`config.mk`:
```
export PLATFORM = sky130hd
export DESIGN_NAME = muldiv
export DESIGN_NICKNAME = d
export VERILOG_FILES = /design/src/rtl/muldiv_pkg.sv /design/src/rtl/muldiv.sv
export SDC_FILE = /design/constraint.sdc
export NUM_CORES = 1
export LEC_CHECK = 0
export CORE_MARGIN = 2
export CORE_UTILIZATION = 55
export DETAILED_ROUTE_END_ITERATION = 8
export DONT_BUFFER_PORTS = 1
export GPL_TIMING_DRIVEN = 0
export PLACE_DENSITY = 0.76
export SYNTH_ARGS = -nofsm -noshare
export SYNTH_HDL_FRONTEND = slang
export SYNTH_SLANG_ARGS = --single-unit
```
`constraint.sdc`:
```
create_clock -name i_clk -period 14.6 [get_ports i_clk]
set_clock_uncertainty 0.1 [all_clocks]
set_input_delay 2.92 -clock i_clk [delete_from_list [all_inputs] [get_ports i_clk]]
set_output_delay 2.92 -clock i_clk [all_outputs]
set_load 0.01 [all_outputs]
```
`src/rtl/muldiv_pkg.sv`:
```
// Shared constants for the iterative multiply/divide unit: ALU operation codes,
// FSM state type and iteration count.
package muldiv_pkg;

    // Operation codes mirrored unchanged from the shared ALU defines.
    localparam logic [3:0] ALU_MUL = 4'hA;
    localparam logic [3:0] ALU_DIV = 4'hB;
    localparam logic [3:0] ALU_MOD = 4'hC;

    localparam int unsigned ITERATIONS = 32;
    localparam logic [4:0]  ITER_LAST  = 5'(ITERATIONS - 1);

    typedef enum logic [1:0] {
        ST_IDLE = 2'd0,
        ST_BUSY = 2'd1,
        ST_DONE = 2'd2
    } state_e;

endpackage

```
`src/rtl/muldiv.sv`:
```
// Multi-cycle unsigned multiply/divide/modulo: one bit per cycle, fixed
// 32-iteration latency, valid/ready request and response handshakes.
module muldiv
    import muldiv_pkg::*;
(
    input  logic        i_clk,
    input  logic        i_rst_n,
    input  logic        i_valid,
    output logic        o_ready,
    input  logic [31:0] i_op1,
    input  logic [31:0] i_op2,
    input  logic [3:0]  i_ctl,
    output logic        o_valid,
    input  logic        i_ready,
    output logic [31:0] o_res
);

    state_e      state_q, state_d;
    logic [4:0]  cnt_q, cnt_d;
    logic [3:0]  ctl_q, ctl_d;
    logic [31:0] a_q, a_d;     // multiplicand / quotient
    logic [31:0] b_q, b_d;     // multiplier / divisor
    logic [31:0] acc_q, acc_d; // product accumulator / remainder low bits
    logic [31:0] res_q, res_d;

    logic        is_div;
    logic [31:0] add_x, add_y;
    logic [32:0] sum;
    logic        r_ge;

    // Shared adder: add for MUL, subtract for DIV. The shifted remainder is
    // 33 bits; its top bit (acc_q[31]) forces R >= divisor on its own.
    assign is_div = (ctl_q == ALU_DIV) || (ctl_q == ALU_MOD);
    assign add_x  = is_div ? {acc_q[30:0], a_q[31]} : acc_q;
    assign add_y  = is_div ? ~b_q : a_q;
    assign sum    = {1'b0, add_x} + {1'b0, add_y} + {32'b0, is_div};
    assign r_ge   = acc_q[31] | sum[32];

    always_comb begin
        state_d = state_q;
        cnt_d   = cnt_q;
        ctl_d   = ctl_q;
        a_d     = a_q;
        b_d     = b_q;
        acc_d   = acc_q;
        res_d   = res_q;
        case (state_q)
            ST_IDLE: begin
                if (i_valid) begin
                    state_d = ST_BUSY;
                    cnt_d   = ITER_LAST;
                    ctl_d   = i_ctl;
                    a_d     = i_op1;
                    b_d     = i_op2;
                    acc_d   = '0;
                end
            end
            ST_BUSY: begin
                if (is_div) begin
                    acc_d = r_ge ? sum[31:0] : add_x;
                    a_d   = {a_q[30:0], r_ge};
                end else begin
                    if (b_q[0]) begin
                        acc_d = sum[31:0];
                    end
                    a_d = {a_q[30:0], 1'b0};
                    b_d = {1'b0, b_q[31:1]};
                end
                if (cnt_q == 5'd0) begin
                    state_d = ST_DONE;
                    case (ctl_q)
                        ALU_MUL: res_d = acc_d;
                        ALU_DIV: res_d = a_d;
                        ALU_MOD: res_d = acc_d;
                        default: res_d = '0;
                    endcase
                end else begin
                    cnt_d = cnt_q - 5'd1;
                end
            end
            ST_DONE: begin
                if (i_ready) begin
                    state_d = ST_IDLE;
                end
            end
            default: state_d = ST_IDLE;
        endcase
    end

    always_ff @(posedge i_clk) begin
        if (!i_rst_n) begin
            state_q <= ST_IDLE;
            cnt_q   <= '0;
            ctl_q   <= '0;
            a_q     <= '0;
            b_q     <= '0;
            acc_q   <= '0;
            res_q   <= '0;
        end else begin
            state_q <= state_d;
            cnt_q   <= cnt_d;
            ctl_q   <= ctl_d;
            a_q     <= a_d;
            b_q     <= b_d;
            acc_q   <= acc_d;
            res_q   <= res_d;
        end
    end

    assign o_ready = (state_q == ST_IDLE);
    assign o_valid = (state_q == ST_DONE);
    assign o_res   = res_q;

endmodule

```
==> impl_metrics.toml <==
[cts]
clockBufferDepth = 2
postCtsResizedCells = 0
post-cts-setup-buffers = 0
clkTransAtPathRegs_ns = 0.07
cts_max_level = 4
cts_sinks = 139
root_buffer = "clkbuf_16"
holdBufCountCts = 0
numCtsBuffers = 17
cts_tree = "done"
clk_latency_ns = 0.44

[finish]
fillCellCount = 1522
nNetsFinal = 1403
final_area_mm2 = 0.0100
drive_gt1_share_pct = 3.97
insertedDiodeCount = 0
multiInputGateArea_mm2 = 0.00594
syn_to_final_growth_pct = 9.23
final_cells = 1529
seq_area_mm2 = 0.00278

[setup_path]
cp_data_required_time_ns = 14.83
crit_path_end_kind = "register"
start_kind = "register"
path_class = "register to register"
slowest_delay_ns = 0.58
cp_max_fo = 10
crit_family = "buffers and inverters"
crit_slowest_cell = "clkbuf_1"
cpMostUsedCell = "clkbuf_1"
arrival_ns = 6.77
cp_cell_sequence = "nor3b_1 -> o21ai_1 -> inv_1 -> clkbuf_1 -> buf_2 -> clkbuf_1 -> clkbuf_1 -> fa_1 -> inv_1 -> fa_1 -> nand2b_1 -> a21oi_1 -> o21ai_1 -> nand3_1 -> a41oi_2 -> o21ai_2 -> buf_2 -> a21oi_1 -> a211o_1 -> a32o_1"
path_buf_inv = 7

[power_and_ir_drop]
power.total_w = 0.00114
p_leak_nw = 4.02
powerDensity_mw_per_mm2 = 114
vdd.ir_drop.worst_mv = 0.0876

[placed_design]
place_hpwl_mm = 25.3
place_inst = 1497
io_buffers = 0
place_congestion = 0.998
place_area_mm2 = 0.00946

[grt]
grt_pass1_vias = 9226
grt_overflow = 0
antenna_found_initial = 0
grt_usage_pct = 36.9
grt_pass1_wl_mm = 50.9
grt_max_degree = 17

[floorplan]
fp.dieH_um = 133
start_util_pct = 55.8
fp.dieW_um = 133
fp.dieArea_mm2 = 0.0178
coreArea_mm2 = 0.0165
rows = 47
io_pins = 106

[yosys]
synthArstFlopShare_pct = 0
synth_top_area_share_pct = 30.3
synth_area_mm2 = 0.00919
syn_inst = 1277
synth_area_leader_cell = "dfxtp_1"
yosysSeqAreaShare_pct = 30.3
avgSynthCellArea_um2 = 7.19
synth-seq-cells = 139
synth_flop_cell = "dfxtp_1"
yosysWarnings = 0
synth_area_leaders = "dfxtp_1 (30%), nand2_1 (14%), a311oi_1 (6.2%)"
synth_edf_count = 0
yosys.cell_types.count = 73
syn_nets = 1384

[detailed_routing]
wirelength_mm = 33.3
via_per_inst = 6.66
detail_route.iter0.violations = 1262
drtPass1Iterations = 6
dr_total_vias = 10177
antenna_left = 0
routedWlPerCell_um = 21.8
drc = 0

[timing]
setup_viol = 0
max_freq_ghz = 0.153
fin_hold_ws_ns = 0.403
setup_tns_ns = 0
min_period_ns = 6.54
hold_viol_final = 0
rsz0062_at_grt = "no"
slew_violations = 0
relSlewSlack_pct = 9.52
worst_pin_slew_ns = 1.35
timing.final.crit_share_pct = 44.8

[outcome]
status = "complete, no violations"

[flow_run]
cap_violations = 0

[min_path]
hold_class = "register to register"
layout by cell type (no fill, tap or decap), types with 17 or more instances in the layout:
master / count
clkbuf_16: 17
a21oi_1: 63
inv_1: 20
a211oi_1: 24
ha_1: 33
nand2_1: 334
dfxtp_1: 139
a211o_1: 19
a21o_1: 20
a311oi_1: 65
nor2b_1: 18
clkbuf_1: 86
a22o_1: 18
a31oi_1: 26
nor2_1: 98
o21ai_0: 89
nand3_1: 18
routing by layer:
metal  vias up  GRT usage, %  wire length (um)
met2       670          55.4             14100
met5         -             0                 0
met3       129          10.8              4110
met1      4717          48.8             13500
li1       4661             -                 -
met4         0          17.3              1520
state kept, by name, indices dropped and copies added (netlist names):
register  count
a_q          32
state_q       2
b_q          32
cnt_q         5
o_res        32
acc_q        32
ctl_q         4
cell families after synthesis:
kind of cell / Yosys count / synth area share, %
XOR/XNOR: 25 / 2.38
AND/OR/NAND/NOR: 536 / 24.6
adder cells (fa/ha/maj): 35 / 4.93
AO/OA/AOI/OAI: 408 / 31.0
multiplexers: 15 / 1.65
flip-flops: 139 / 30.3
buffers and inverters: 119 / 5.09
final cells by class:
type	instances	area share (%)
multi-input combinational	1019	59.2
sequential	139	27.7
clock buffer	17	4.24
buffer	99	3.91
tap	220	2.74
clock inverter	15	1.47
inverter	20	0.748
synthesized netlist by cell type, drive strengths merged, types with 12 or more instances:
| master | n |
|---|---|
| a211o | 19 |
| a211oi | 24 |
| a21o | 20 |
| a21oi | 64 |
| a22o | 18 |
| a311oi | 65 |
| a31oi | 26 |
| and2 | 12 |
| buf | 13 |
| clkbuf | 86 |
| dfxtp | 139 |
| ha | 33 |
| inv | 20 |
| mux2i | 14 |
| nand2 | 334 |
| nand3 | 19 |
| nor2 | 99 |
| nor2b | 18 |
| nor3 | 14 |
| o21ai | 96 |
| xnor2 | 13 |
| xor2 | 12 |
power by group:
part	switching, W	internal [W]
Sequential	0.0000406	0.000413
Clock	0.000202	0.000227
Combinational	0.000178	0.0000796
metrics by stage:
stage	utilization [%]	setup WS [ns]
floorplan	-	9.95
global placement	57.5	8.37
detailed placement	57.5	8.40
CTS	60.9	8.34
global route	60.9	7.94
finish	60.9	8.06
worst min-delay path, stage by stage, from the launching register on:
cell and delay (ns):
dfxtp_1 0.33, nand2_1 0.06, a311oi_1 0.07
path summary, 6_finish.rpt:
kind            start  cells past startpoint         to  slack [ns]
max reg2reg  ctl_q[2]                     20  acc_q[18]        8.06
min           b_q[31]                      2    b_q[30]        0.40
min reg2reg   b_q[31]                      2    b_q[30]        0.40
max          ctl_q[2]                     20  acc_q[18]        8.06
Note: power is estimated with default switching activity, not from simulation.
